`config.mk`:
```
export PLATFORM = sky130hd
export DESIGN_NAME = log2_frac_flat
export DESIGN_NICKNAME = d
export VERILOG_FILES = /design/src/rtl/log2_frac_if.sv /design/src/rtl/log2_frac.sv /design/src/flat_wrapper.sv
export SDC_FILE = /design/constraint.sdc
export NUM_CORES = 1
export LEC_CHECK = 0
export BUFFER_PORTS_ARGS = -buffer_cell sky130_fd_sc_hd__buf_2
export CAP_MARGIN = 25
export CORE_ASPECT_RATIO = 1.4
export CORE_MARGIN = 4
export CORE_UTILIZATION = 35
export CTS_CLUSTER_DIAMETER = 120
export DETAILED_ROUTE_END_ITERATION = 10
export GPL_ROUTABILITY_DRIVEN = 0
export PLACE_DENSITY = 0.58
export SLEW_MARGIN = 40
export SYNTH_ARGS = -nofsm -noshare
export SYNTH_HDL_FRONTEND = slang
export SYNTH_SLANG_ARGS = --single-unit
export TNS_END_PERCENT = 50
```
`constraint.sdc`:
```
create_clock -name clock -period 7.6 [get_ports clock]
set_input_delay 1.52 -clock clock [delete_from_list [all_inputs] [get_ports clock]]
set_output_delay 1.52 -clock clock [all_outputs]
set_load 0.02 [all_outputs]
```
`src/rtl/log2_frac_if.sv`:
```
// Operand/result bundle between an upstream normalize stage and log2_frac.
interface log2_frac_if #(
    parameter int WIDTH  = 16,
    parameter int FRAC_W = 8,
    parameter int NORM_W = $clog2(WIDTH)
);
    logic [WIDTH-1:0]         data_i;
    logic [NORM_W-1:0]        norm_i;
    logic                     valid_i;
    logic                     ready_o;
    logic [NORM_W+FRAC_W-1:0] log2_o;
    logic                     zero_o;
    logic                     valid_o;

    modport master (
        output data_i, norm_i, valid_i,
        input  ready_o, log2_o, zero_o, valid_o
    );

    modport slave (
        input  data_i, norm_i, valid_i,
        output ready_o, log2_o, zero_o, valid_o
    );
endinterface

```
`src/rtl/log2_frac.sv`:
```
// Iterative fixed-point log2: integer part from the norm count, one fraction bit per cycle by squaring.
// Optional LOG2_ROUND_EN adds a guard bit and rounds (saturating) instead of truncating.
module log2_frac #(
    parameter int WIDTH  = 16,
    parameter int FRAC_W = 8
) (
    input  logic           clock,
    input  logic           reset,
    log2_frac_if.slave     bus
);
    localparam int NORM_W = $clog2(WIDTH);
    localparam int RES_W  = NORM_W + FRAC_W;
`ifdef LOG2_ROUND_EN
    localparam int N = FRAC_W + 1;
`else
    localparam int N = FRAC_W;
`endif
    localparam int CNT_W = $clog2(N + 1);

    typedef enum logic [1:0] {
        IDLE = 2'd0,
        ITER = 2'd1,
        DONE = 2'd2
    } state_t;

    state_t              state;
    state_t              state_next;
    logic [WIDTH-1:0]    x;
    logic [NORM_W-1:0]   int_field;
    logic                zero;
    logic [N-1:0]        frac;
    logic [CNT_W-1:0]    cnt;
    logic                ready;
    logic                ready_next;
    logic                valid;
    logic                valid_next;
    logic [RES_W-1:0]    log2_q;
    logic                zero_q;
    logic                accept;
    logic [WIDTH:0]      sq_hi;
    logic [WIDTH-2:0]    sq_unused;
    logic                bit_new;
    logic [WIDTH-1:0]    x_sq;
    logic [N:0]          frac_sh;
    logic [RES_W-1:0]    result;
`ifdef LOG2_ROUND_EN
    logic [RES_W:0]      rsum;
`endif

    assign accept = (state == IDLE) && ready && bus.valid_i;

    // State register.
    always_ff @(posedge clock or posedge reset) begin
        if (reset) begin
            state <= IDLE;
        end else begin
            state <= state_next;
        end
    end

    // Next-state logic.
    always_comb begin
        state_next = state;
        case (state)
            IDLE: begin
                if (accept) state_next = ITER;
                else        state_next = IDLE;
            end
            ITER: begin
                if (cnt == CNT_W'(N - 1)) state_next = DONE;
                else                      state_next = ITER;
            end
            DONE:    state_next = IDLE;
            default: state_next = IDLE;
        endcase
    end

    // Output decode; ready stays low through the valid_o cycle, so it re-arms one cycle after.
    always_comb begin
        ready_next = 1'b0;
        valid_next = 1'b0;
        if ((state == IDLE) && !accept) ready_next = 1'b1;
        else                            ready_next = 1'b0;
        if (state == DONE) valid_next = 1'b1;
        else               valid_next = 1'b0;
    end

    // Squaring step: x in [1,2) with WIDTH-1 fraction bits, so x*x lies in [1,4).
    always_comb begin
        {sq_hi, sq_unused} = {{WIDTH{1'b0}}, x} * {{WIDTH{1'b0}}, x};
        bit_new = sq_hi[WIDTH];
        if (bit_new) x_sq = sq_hi[WIDTH:1];
        else         x_sq = sq_hi[WIDTH-1:0];
        frac_sh = {frac, bit_new};
    end

    // Final result formation.
    always_comb begin
`ifdef LOG2_ROUND_EN
        rsum = {1'b0, int_field, frac[N-1:1]} + {{RES_W{1'b0}}, frac[0]};
        if (rsum[RES_W]) result = {RES_W{1'b1}};
        else             result = rsum[RES_W-1:0];
`else
        result = {int_field, frac};
`endif
        if (zero) result = {RES_W{1'b0}};
        else      result = result;
    end

    // Operand capture and iteration datapath.
    always_ff @(posedge clock or posedge reset) begin
        if (reset) begin
            x         <= '0;
            int_field <= '0;
            zero      <= 1'b0;
            frac      <= '0;
            cnt       <= '0;
        end else if (accept) begin
            x         <= bus.data_i;
            int_field <= NORM_W'(WIDTH - 1) - bus.norm_i;
            zero      <= ~bus.data_i[WIDTH-1];
            frac      <= '0;
            cnt       <= '0;
        end else if (state == ITER) begin
            x    <= x_sq;
            frac <= frac_sh[N-1:0];
            cnt  <= cnt + CNT_W'(1);
        end else begin
            x    <= x;
            frac <= frac;
            cnt  <= cnt;
        end
    end

    // Registered outputs; result fields hold between pulses.
    always_ff @(posedge clock or posedge reset) begin
        if (reset) begin
            ready  <= 1'b0;
            valid  <= 1'b0;
            log2_q <= '0;
            zero_q <= 1'b0;
        end else begin
            ready <= ready_next;
            valid <= valid_next;
            if (state == DONE) begin
                log2_q <= result;
                zero_q <= zero;
            end else begin
                log2_q <= log2_q;
                zero_q <= zero_q;
            end
        end
    end

    assign bus.ready_o = ready;
    assign bus.valid_o = valid;
    assign bus.log2_o  = log2_q;
    assign bus.zero_o  = zero_q;
endmodule
```
`src/flat_wrapper.sv`:
```
// flat-port wrapper written by rule: the top's interface ports become plain ports
module log2_frac_flat 
#(
    parameter int WIDTH  = 16,
    parameter int FRAC_W = 8
)
  (clock, reset, bus_data_i, bus_norm_i, bus_valid_i, bus_ready_o, bus_log2_o, bus_zero_o, bus_valid_o);
  log2_frac_if #(.WIDTH(WIDTH), .FRAC_W(FRAC_W)) bus_i ();
  input  logic clock;
  input  logic reset;
  input wire logic [$bits(bus_i.data_i)-1:0] bus_data_i;
  input wire logic [$bits(bus_i.norm_i)-1:0] bus_norm_i;
  input wire logic [$bits(bus_i.valid_i)-1:0] bus_valid_i;
  output wire logic [$bits(bus_i.ready_o)-1:0] bus_ready_o;
  output wire logic [$bits(bus_i.log2_o)-1:0] bus_log2_o;
  output wire logic [$bits(bus_i.zero_o)-1:0] bus_zero_o;
  output wire logic [$bits(bus_i.valid_o)-1:0] bus_valid_o;
  assign bus_i.data_i = bus_data_i;
  assign bus_i.norm_i = bus_norm_i;
  assign bus_i.valid_i = bus_valid_i;
  assign bus_ready_o = bus_i.ready_o;
  assign bus_log2_o = bus_i.log2_o;
  assign bus_zero_o = bus_i.zero_o;
  assign bus_valid_o = bus_i.valid_o;
  log2_frac #(.WIDTH(WIDTH), .FRAC_W(FRAC_W)) u_core (.clock(clock), .reset(reset), .bus(bus_i));
endmodule
```
==> results of run 1 <==
-- cell type report --
cell class | count | area, µm²
clock buffers | 5 | 125.1
repair buffers | 48 | 267.8
well taps | 360 | 450.4
multi-input cells | 709 | 7069
inverters | 253 | 949.7
fillers | 2714 | 16210
flip-flops and latches | 50 | 1252
clock inverters | 2 | 38.79
-- per-stage QoR --
stage,setup WS (ps),cell area (µm²)
after CTS,640.4,10150
after global placement,724.7,9983
after detailed placement,702.1,9986
final,709.6,10150
after floorplan,1403,9433
after global routing,267.8,10150
-- worst paths after layout --
path	start	end	slack [ps]	depth (start not counted)
setup reg to reg	u_core.x[12]	u_core.x[3]	710	22
max in group asynchronous	reset	u_core.x[1]	5670	3
min in group asynchronous	reset	u_core.bus.valid_o	1090	2
hold / removal	u_core.cnt[3]	u_core.state[1]	470	1
hold reg to reg	u_core.cnt[3]	u_core.state[1]	470	1
setup / recovery	u_core.x[12]	u_core.x[3]	710	22
-- cells by family after synthesis --
| logic type | share of synthesized area |
|---|---|
| and+or+nand+nor | 0.1410 |
| xor gates and xnor gates | 0.02785 |
| AOI/OAI and AO/OA | 0.09219 |
| muxes | 0.008755 |
| buffers and inverters | 0.1192 |
| DFF | 0.1326 |
| adders and majority gates | 0.4783 |
-- state kept, by name (all words and copies together), names as in the netlist --
name                flops
u_core.bus.zero_o       1
u_core.state            2
u_core.int_field        4
u_core.bus.valid_o      1
u_core.x               16
u_core.cnt              4
u_core.bus.log2_o      12
u_core.bus.ready_o      1
u_core.zero             1
u_core.frac             8
-- layer usage --
layer,global-route usage,share of wire
met1,0.1870,0.38
met2,0.3031,0.55
met3,0.009419,0.032
met4,0.05145,0.034
met5,0,0
-- critical path: cells and delay by family, from the launching register on --
| family | cells | cell delay, ps |
|---|---|---|
| multiplexers | 1 | 130 |
| XOR/XNOR | 1 | 190 |
| AND/OR/NAND/NOR | 2 | 590 |
| flip-flops | 1 | 730 |
| AO/OA/AOI/OAI | 6 | 1440 |
| adder cells (fa/ha/maj) | 7 | 3120 |
| buffers and inverters | 5 | 570 |
-- placed cells by master (no fill, tap or decap), types with 5 or more instances in the layout --
| cell | count |
|---|---|
| a211oi_1 | 5 |
| a21o_1 | 7 |
| a21oi_1 | 24 |
| and2_1 | 41 |
| and3_1 | 7 |
| buf_2 | 37 |
| buf_4 | 11 |
| clkbuf_16 | 5 |
| dfrtp_1 | 49 |
| fa_1 | 161 |
| ha_1 | 103 |
| inv_1 | 251 |
| mux2i_1 | 6 |
| nand2_1 | 135 |
| nand2b_1 | 16 |
| nand3_1 | 17 |
| nand4_1 | 5 |
| nor2_1 | 32 |
| nor2b_1 | 5 |
| nor3_1 | 5 |
| o21ai_0 | 38 |
| xnor2_1 | 20 |
| xor2_1 | 10 |
-- synth_stat cells (all sizes together), types with 6 or more instances --
cell    count  area [µm²]
inv       253       949.7
fa        161        3223
nand2     136       513.0
ha        103        1289
dfrtp      50        1251
and2       42       265.3
o21ai      42       214.0
clkbuf     36       135.1
nor2       32       120.1
a21oi      24       120.1
xnor2      20       175.2
nand2b     18       112.6
nand3      17       85.08
xor2       10       87.58
a21o        7       52.55
and3        7       43.79
buf         7       40.04
mux2i       6       60.06
nor2b       6       37.54
nor3        6       30.03
==> reports/qor.csv, run 1 <==
metric;value;unit
ios;38;
ys_ff_latch;50;
drc;0;
cp_common_cell;fa_1;
hold_path_class;reg2reg;
fp-row-count;70;
async_flop_share;1.000;
antenna_cells;0;
maxCapViolations;0;
cts_tree;built;
die_h;202.2;µm
start_util;0.3578;
clockRootBuffer;clkbuf_16;
relSlewSlack;0.4057;
cts_post_setup_buffers_inserted;0;
fin_hold_ws;473.6;ps
critPathMaxStageDelay;730;ps
port_buffers;37;
final_core_util;0.3851;
postRouteWirelength;22.53;mm
finalHoldViolCount;0;
post-route-period-util;0.9066;
synth_edf_count;0;
cp.arrival;7070;ps
slowest_stage;dfrtp_1;
grt_max_degree;46;
synthCells;1055;
grt_pass1_vias;7512;
drv_slew;0;
critPathKind;reg2reg;
crit_chain;inv_1 > nor2_1 > ha_1 > xor2_1 > fa_1 > inv_1 > fa_1 > fa_1 > fa_1 > inv_1 > fa_1 > inv_1 > ha_1 > a21o_1 > a31o_1 > a311oi_2 > inv_2 > a31oi_4 > o311ai_2 > nand2_2 > mux2i_1 > a221oi_1;
grt_util_all_layers;0.1584;
status;finished, final reports clean;
finalWorstPathRequiredPeriod;6890;ps
insertion_delay;280;ps
crit_fanout;16;
die_w;146.7;µm
dpl.cell_count;1420;
cp-end-kind;flop;
fin_skew;6.284;ps
area_growth;7.640;%
drive_gt1_frac;0.07216;
grt_pass1_wl;38.30;mm
die-area;29680;µm²
synth_nets;1342;
dr.pass1.iters;5;
fin_tns_setup;0;ps
num_vias;6868;
start_kind;flop;
avgViaCountPerCell;4.813;
syn_area_per_cell;8.941;µm²
tightest_slew;891.4;ps
cts_inserted_buffers;5;
seq_area_frac_synth;0.1326;
hold_buffers;0;
nets;1354;
clkTransAtPathRegs;60;ps
htree_levels;2;
final_cells;1427;
yosys_most_used_dff;dfrtp_1;
fmax;145.1;MHz
ys_warn_count;0;
coreArea;26360;µm²
drt_iter0_drc;306;
critPathRequiredTime;7780;ps
wl_per_cell;15.79;µm
clockBufferDepth;2;
setup_viol;0;
synth_cell_types;68;
antenna_found_initial;0;
post_cts_resized;0;
rsz0062_at_grt;no;
gr-total-overflow;0;
syn_area;9433;µm²
postRouteAntennaNets;0;
cts_sinks;50;
place_hpwl;18.33;mm
Power of run 1 is left out: the tool's default activity adds up to more than one toggle a clock period on the data nets, which glitch-free logic cannot reach.
==> inputs of run 2 (changes only) <==
==> constraint.sdc (replaced) <==
create_clock -name clock -period 7.3 [get_ports clock]
set_input_delay 1.46 -clock clock [delete_from_list [all_inputs] [get_ports clock]]
set_output_delay 1.46 -clock clock [all_outputs]
set_load 0.02 [all_outputs]
==> run 2 against run 1 <==
Net effect: non-clock buffer count grew 5; critical path depth is the same; maximum frequency down 0.57%; die area did not move; register-to-register slack got worse by 340 ps; setup slack got worse by 340 ps; final area grew 0.17%; largest cell class unchanged; clock-buffer cell count increased by 1; utilization increased by 0.066 points.
==> reports/qor.csv, run 2 (same netlist as run 1, synthesis figures left out) <==
metric;value;unit
status;finished, final reports clean;
critPathRequiredTime;7490;ps
relSlewSlack;0.4490;
dr_wl_met2;13.00;mm
fin_skew;5.801;ps
reg2reg_slack;370;ps
clockRootBuffer;clkbuf_16;
finalWorstPathRequiredPeriod;6930;ps
regMostFlops;u_core.x;
critPathKind;reg2reg;
antenna_found_initial;0;
grt_max_degree;51;
drt_iter0_drc;324;
area_growth;7.826;%
multi_input_area;7067;µm²
die_w;146.7;µm
htree_levels;2;
start_util;0.3578;
wl_met1;8.885;mm
clkTransAtPathRegs;70;ps
drv_slew;0;
cts_tree;built;
wl_per_cell;16.09;µm
maxCapViolations;0;
drive_gt1_frac;0.07642;
mostFrequentLayoutCells;inv_1, fa_1, nand2_1, ha_1, dfrtp_1;
grt_pass1_wl;38.20;mm
final_common_cell;inv_1;
post_cts_resized;0;
dr.pass1.iters;5;
hold_path_class;reg2reg;
grt_pass1_vias;7473;
start_kind;flop;
port_buffers;37;
postRouteAntennaNets;0;
place_hpwl;19.01;mm
cp-end-kind;flop;
nets;1359;
tightest_slew;826.6;ps
rsz0062_at_grt;no;
avgViaCountPerCell;4.821;
clockBufferDepth;2;
regArea;1254;µm²
highest_layer;met4;
fp-row-count;70;
postRouteWirelength;23.06;mm
cts_inserted_buffers;5;
die-area;29680;µm²
hold_buffers;0;
antenna_cells;0;
grt_util_all_layers;0.1597;
drc;0;
cp.arrival;7120;ps
fill_cells;2719;
cts_sinks;50;
fmax;144.3;MHz
gr-total-overflow;0;
insertion_delay;290;ps
finalHoldViolCount;0;
ios;38;
cts_post_setup_buffers_inserted;0;
fin_tns_setup;0;ps
post-route-period-util;0.9493;
coreArea;26360;µm²
largest_reg_flops;16;
num_vias;6909;
setup_viol;0;
die_h;202.2;µm
crit_fanout;18;
met3_length;528;µm
==> run 2: cell count changes in the layout (fill, tap and decap cells not counted), sizes merged <==
cell / change
clkinv: +1
buf: +5
clkbuf: +1
bufinv: -1
==> run 2: routing by layer <==
metal / vias to the layer above / global-route usage
li1: 3276 / -
met1: 3473 / 0.1888
met2: 128 / 0.3122
met3: 32 / 0.006728
met4: 0 / 0.04169
met5: - / 0
==> run 2: worst max-delay path, stage by stage, from the launching register on <==
cell and delay [ps]:
dfrtp_1 880, inv_1 240, nor2_1 210, ha_1 280, xor2_1 200, fa_1 540, inv_1 50, fa_1 480
fa_1 480, fa_1 520, inv_1 50, fa_1 490, inv_1 50, ha_1 370, a21o_1 250, a31o_1 250
a311oi_2 360, inv_2 80, a31oi_4 200, o311ai_2 160, nand2_2 310, o21ai_0 130, o31ai_1 250
==> run 2: layout make-up <==
| type | instances | share of cell area |
|---|---|---|
| clock inverter | 2 | 0.001353 |
| timing repair buffer | 53 | 0.03002 |
| sequential | 50 | 0.1233 |
| multi-input combinational | 709 | 0.6948 |
| tap | 360 | 0.04429 |
| inverter | 253 | 0.09362 |
| clock buffer | 6 | 0.01267 |
==> run 2: final timing paths <==
kind / to / cells past startpoint / start
worst max-delay path: u_core.x[14] / 22 / u_core.x[2]
worst min-delay path: u_core.bus.log2_o[4] / 2 / u_core.bus.log2_o[4]
worst max register to register: u_core.x[14] / 22 / u_core.x[2]
worst min register to register: u_core.bus.log2_o[4] / 2 / u_core.bus.log2_o[4]
max in group asynchronous: u_core.x[12] / 2 / reset
min in group asynchronous: u_core.bus.valid_o / 2 / reset
==> run 2: metrics by stage <==
stage                     worst slack (ps)  std cells  cell area (µm²)  hold WS, ps    util
after CTS                            139.2       1433            10170        478.1  0.3856
final                                370.1       1433            10170        476.2  0.3858
after floorplan                       1103       1055             9433        445.4       -
after detailed placement             183.7       1425            10020        467.0  0.3802
after global placement               217.3       1425            10020        457.4  0.3801
after global routing                 40.00       1433            10170        492.6  0.3858
Power of run 2 is left out for the same reason.
==> inputs of run 3 (changes only) <==
==> constraint.sdc (replaced) <==
create_clock -name clock -period 7.46 [get_ports clock]
set_input_delay 1.492 -clock clock [delete_from_list [all_inputs] [get_ports clock]]
set_output_delay 1.492 -clock clock [all_outputs]
set_load 0.02 [all_outputs]
==> run 3 against run 2 <==
Net effect: hold slack got worse by 4.8 ps; setup slack improved by 98 ps; non-clock buffer count decreased by 3; die area unchanged; flip-flop and latch count unchanged; maximum frequency decreased by 0.89%; first-iteration DRC count increased by 13%; final area unchanged; final cell count decreased by 0.28%; register-to-register slack improved by 98 ps.
==> reports/qor.csv, run 3 (same netlist as run 1, synthesis figures left out) <==
metric;value;unit
insertion_delay;290;ps
htree_levels;2;
post-route-period-util;0.9373;
crit_fanout;16;
antenna_cells;0;
wl_per_cell;16.02;µm
postRouteAntennaNets;0;
num_vias;6874;
grt_util_all_layers;0.1599;
clockBufferDepth;2;
drc;0;
grt_max_degree;51;
relSlewSlack;0.3634;
critPathKind;reg2reg;
fmax;143.0;MHz
fin_tns_setup;0;ps
area_growth;7.826;%
critPathMaxStageDelay;760;ps
nets;1356;
fin_skew;9.326;ps
hp-start;u_core.cnt[3];
reg2reg_slack;470;ps
status;finished, final reports clean;
critPathRequiredTime;7640;ps
ios;38;
cp_common_cell;fa_1;
r2r_end;u_core.x[14];
cts_inserted_buffers;5;
drive_gt1_frac;0.07390;
min_to;u_core.state[1];
grt_pass1_wl;38.64;mm
cts_sinks;50;
drv_slew;0;
start_util;0.3578;
grt_pass1_vias;7554;
avgViaCountPerCell;4.810;
path_buf_inv;5;
rr_worst_depth;22;
min_delay_path_depth;1;
clockRootBuffer;clkbuf_16;
die-area;29680;µm²
die_w;146.7;µm
finalWorstPathRequiredPeriod;6992;ps
largest_reg_flops;16;
port_buffers;37;
tightest_slew;955.0;ps
mostFrequentLayoutCells;inv_1, fa_1, nand2_1, ha_1, dfrtp_1;
slowest_stage;dfrtp_1;
cp-end-kind;flop;
coreArea;26360;µm²
postRouteWirelength;22.89;mm
hold_path_class;reg2reg;
regMostFlops;u_core.x;
cts_tree;built;
clkTransAtPathRegs;60;ps
placed_area;10000;µm²
fp-row-count;70;
crit_family;adder cells;
antenna_found_initial;0;
gr-total-overflow;0;
die_h;202.2;µm
cp.arrival;7170;ps
r2r_start;u_core.x[3];
crit_chain;inv_1 > nor2_1 > ha_1 > xor2_1 > fa_1 > inv_1 > fa_1 > fa_1 > fa_1 > inv_1 > fa_1 > inv_1 > ha_1 > a21o_1 > a31o_1 > a311oi_2 > inv_2 > a31oi_4 > o311ai_2 > nand2_2 > o21ai_0 > o31ai_1;
place_hpwl;18.67;mm
maxCapViolations;0;
finalInstanceArea;10170;µm²
start_kind;flop;
setup_viol;0;
final_core_util;0.3858;
dr.pass1.iters;5;
rsz0062_at_grt;no;
final_common_cell;inv_1;
finalHoldViolCount;0;
cts_post_setup_buffers_inserted;0;
drt_iter0_drc;365;
## run 3: layer usage
metal	GRT usage	wire, µm	up-vias
met5	0	0	-
met4	0.04741	774	0
met3	0.008298	476	46
met2	0.3109	12780	109
met1	0.1872	8860	3446
li1	-	-	3273
## run 3: area by class of cell
type	count	area [µm²]
clock buffers	5	125.1
clock inverters	2	38.79
fillers	2685	16190
inverters	253	952.2
multi-input cells	709	7069
flip-flops and latches	50	1252
well taps	360	450.4
repair buffers	50	282.8
## run 3: worst max-delay path by stage
| stage | cells past startpoint | from | slack [ps] | endpoint |
|---|---|---|---|---|
| finish | 22 | u_core.x[3] | 470 | u_core.x[14] |
| global route | 21 | u_core.x[3] | 130 | u_core.x[14] |
| CTS | 22 | u_core.x[12] | 350 | u_core.x[14] |
| detailed placement | 22 | u_core.x[12] | 380 | u_core.x[1] |
| global placement | 22 | u_core.x[12] | 430 | u_core.x[1] |
| floorplan | 23 | u_core.x[14] | 1260 | u_core.x[0] |
## run 3: what timing repair did
| item | in CTS | in global routing |
|---|---|---|
| hold buffers | 0 | 0 |
| resized for setup | 0 | 1 |
| setup endpoints to repair | 0 | 1 |
## run 3: metrics by stage
step	hold slack, ps	setup WS (ps)	cells
6_report	471.4	468.1	1429
3_3_place_gp	457.3	433.8	1422
5_1_grt	499.3	129.9	1429
4_1_cts	474.4	346.3	1429
3_5_place_dp	463.6	380.9	1422
2_1_floorplan	445.4	1263	1055
Power of run 3 is left out for the same reason.
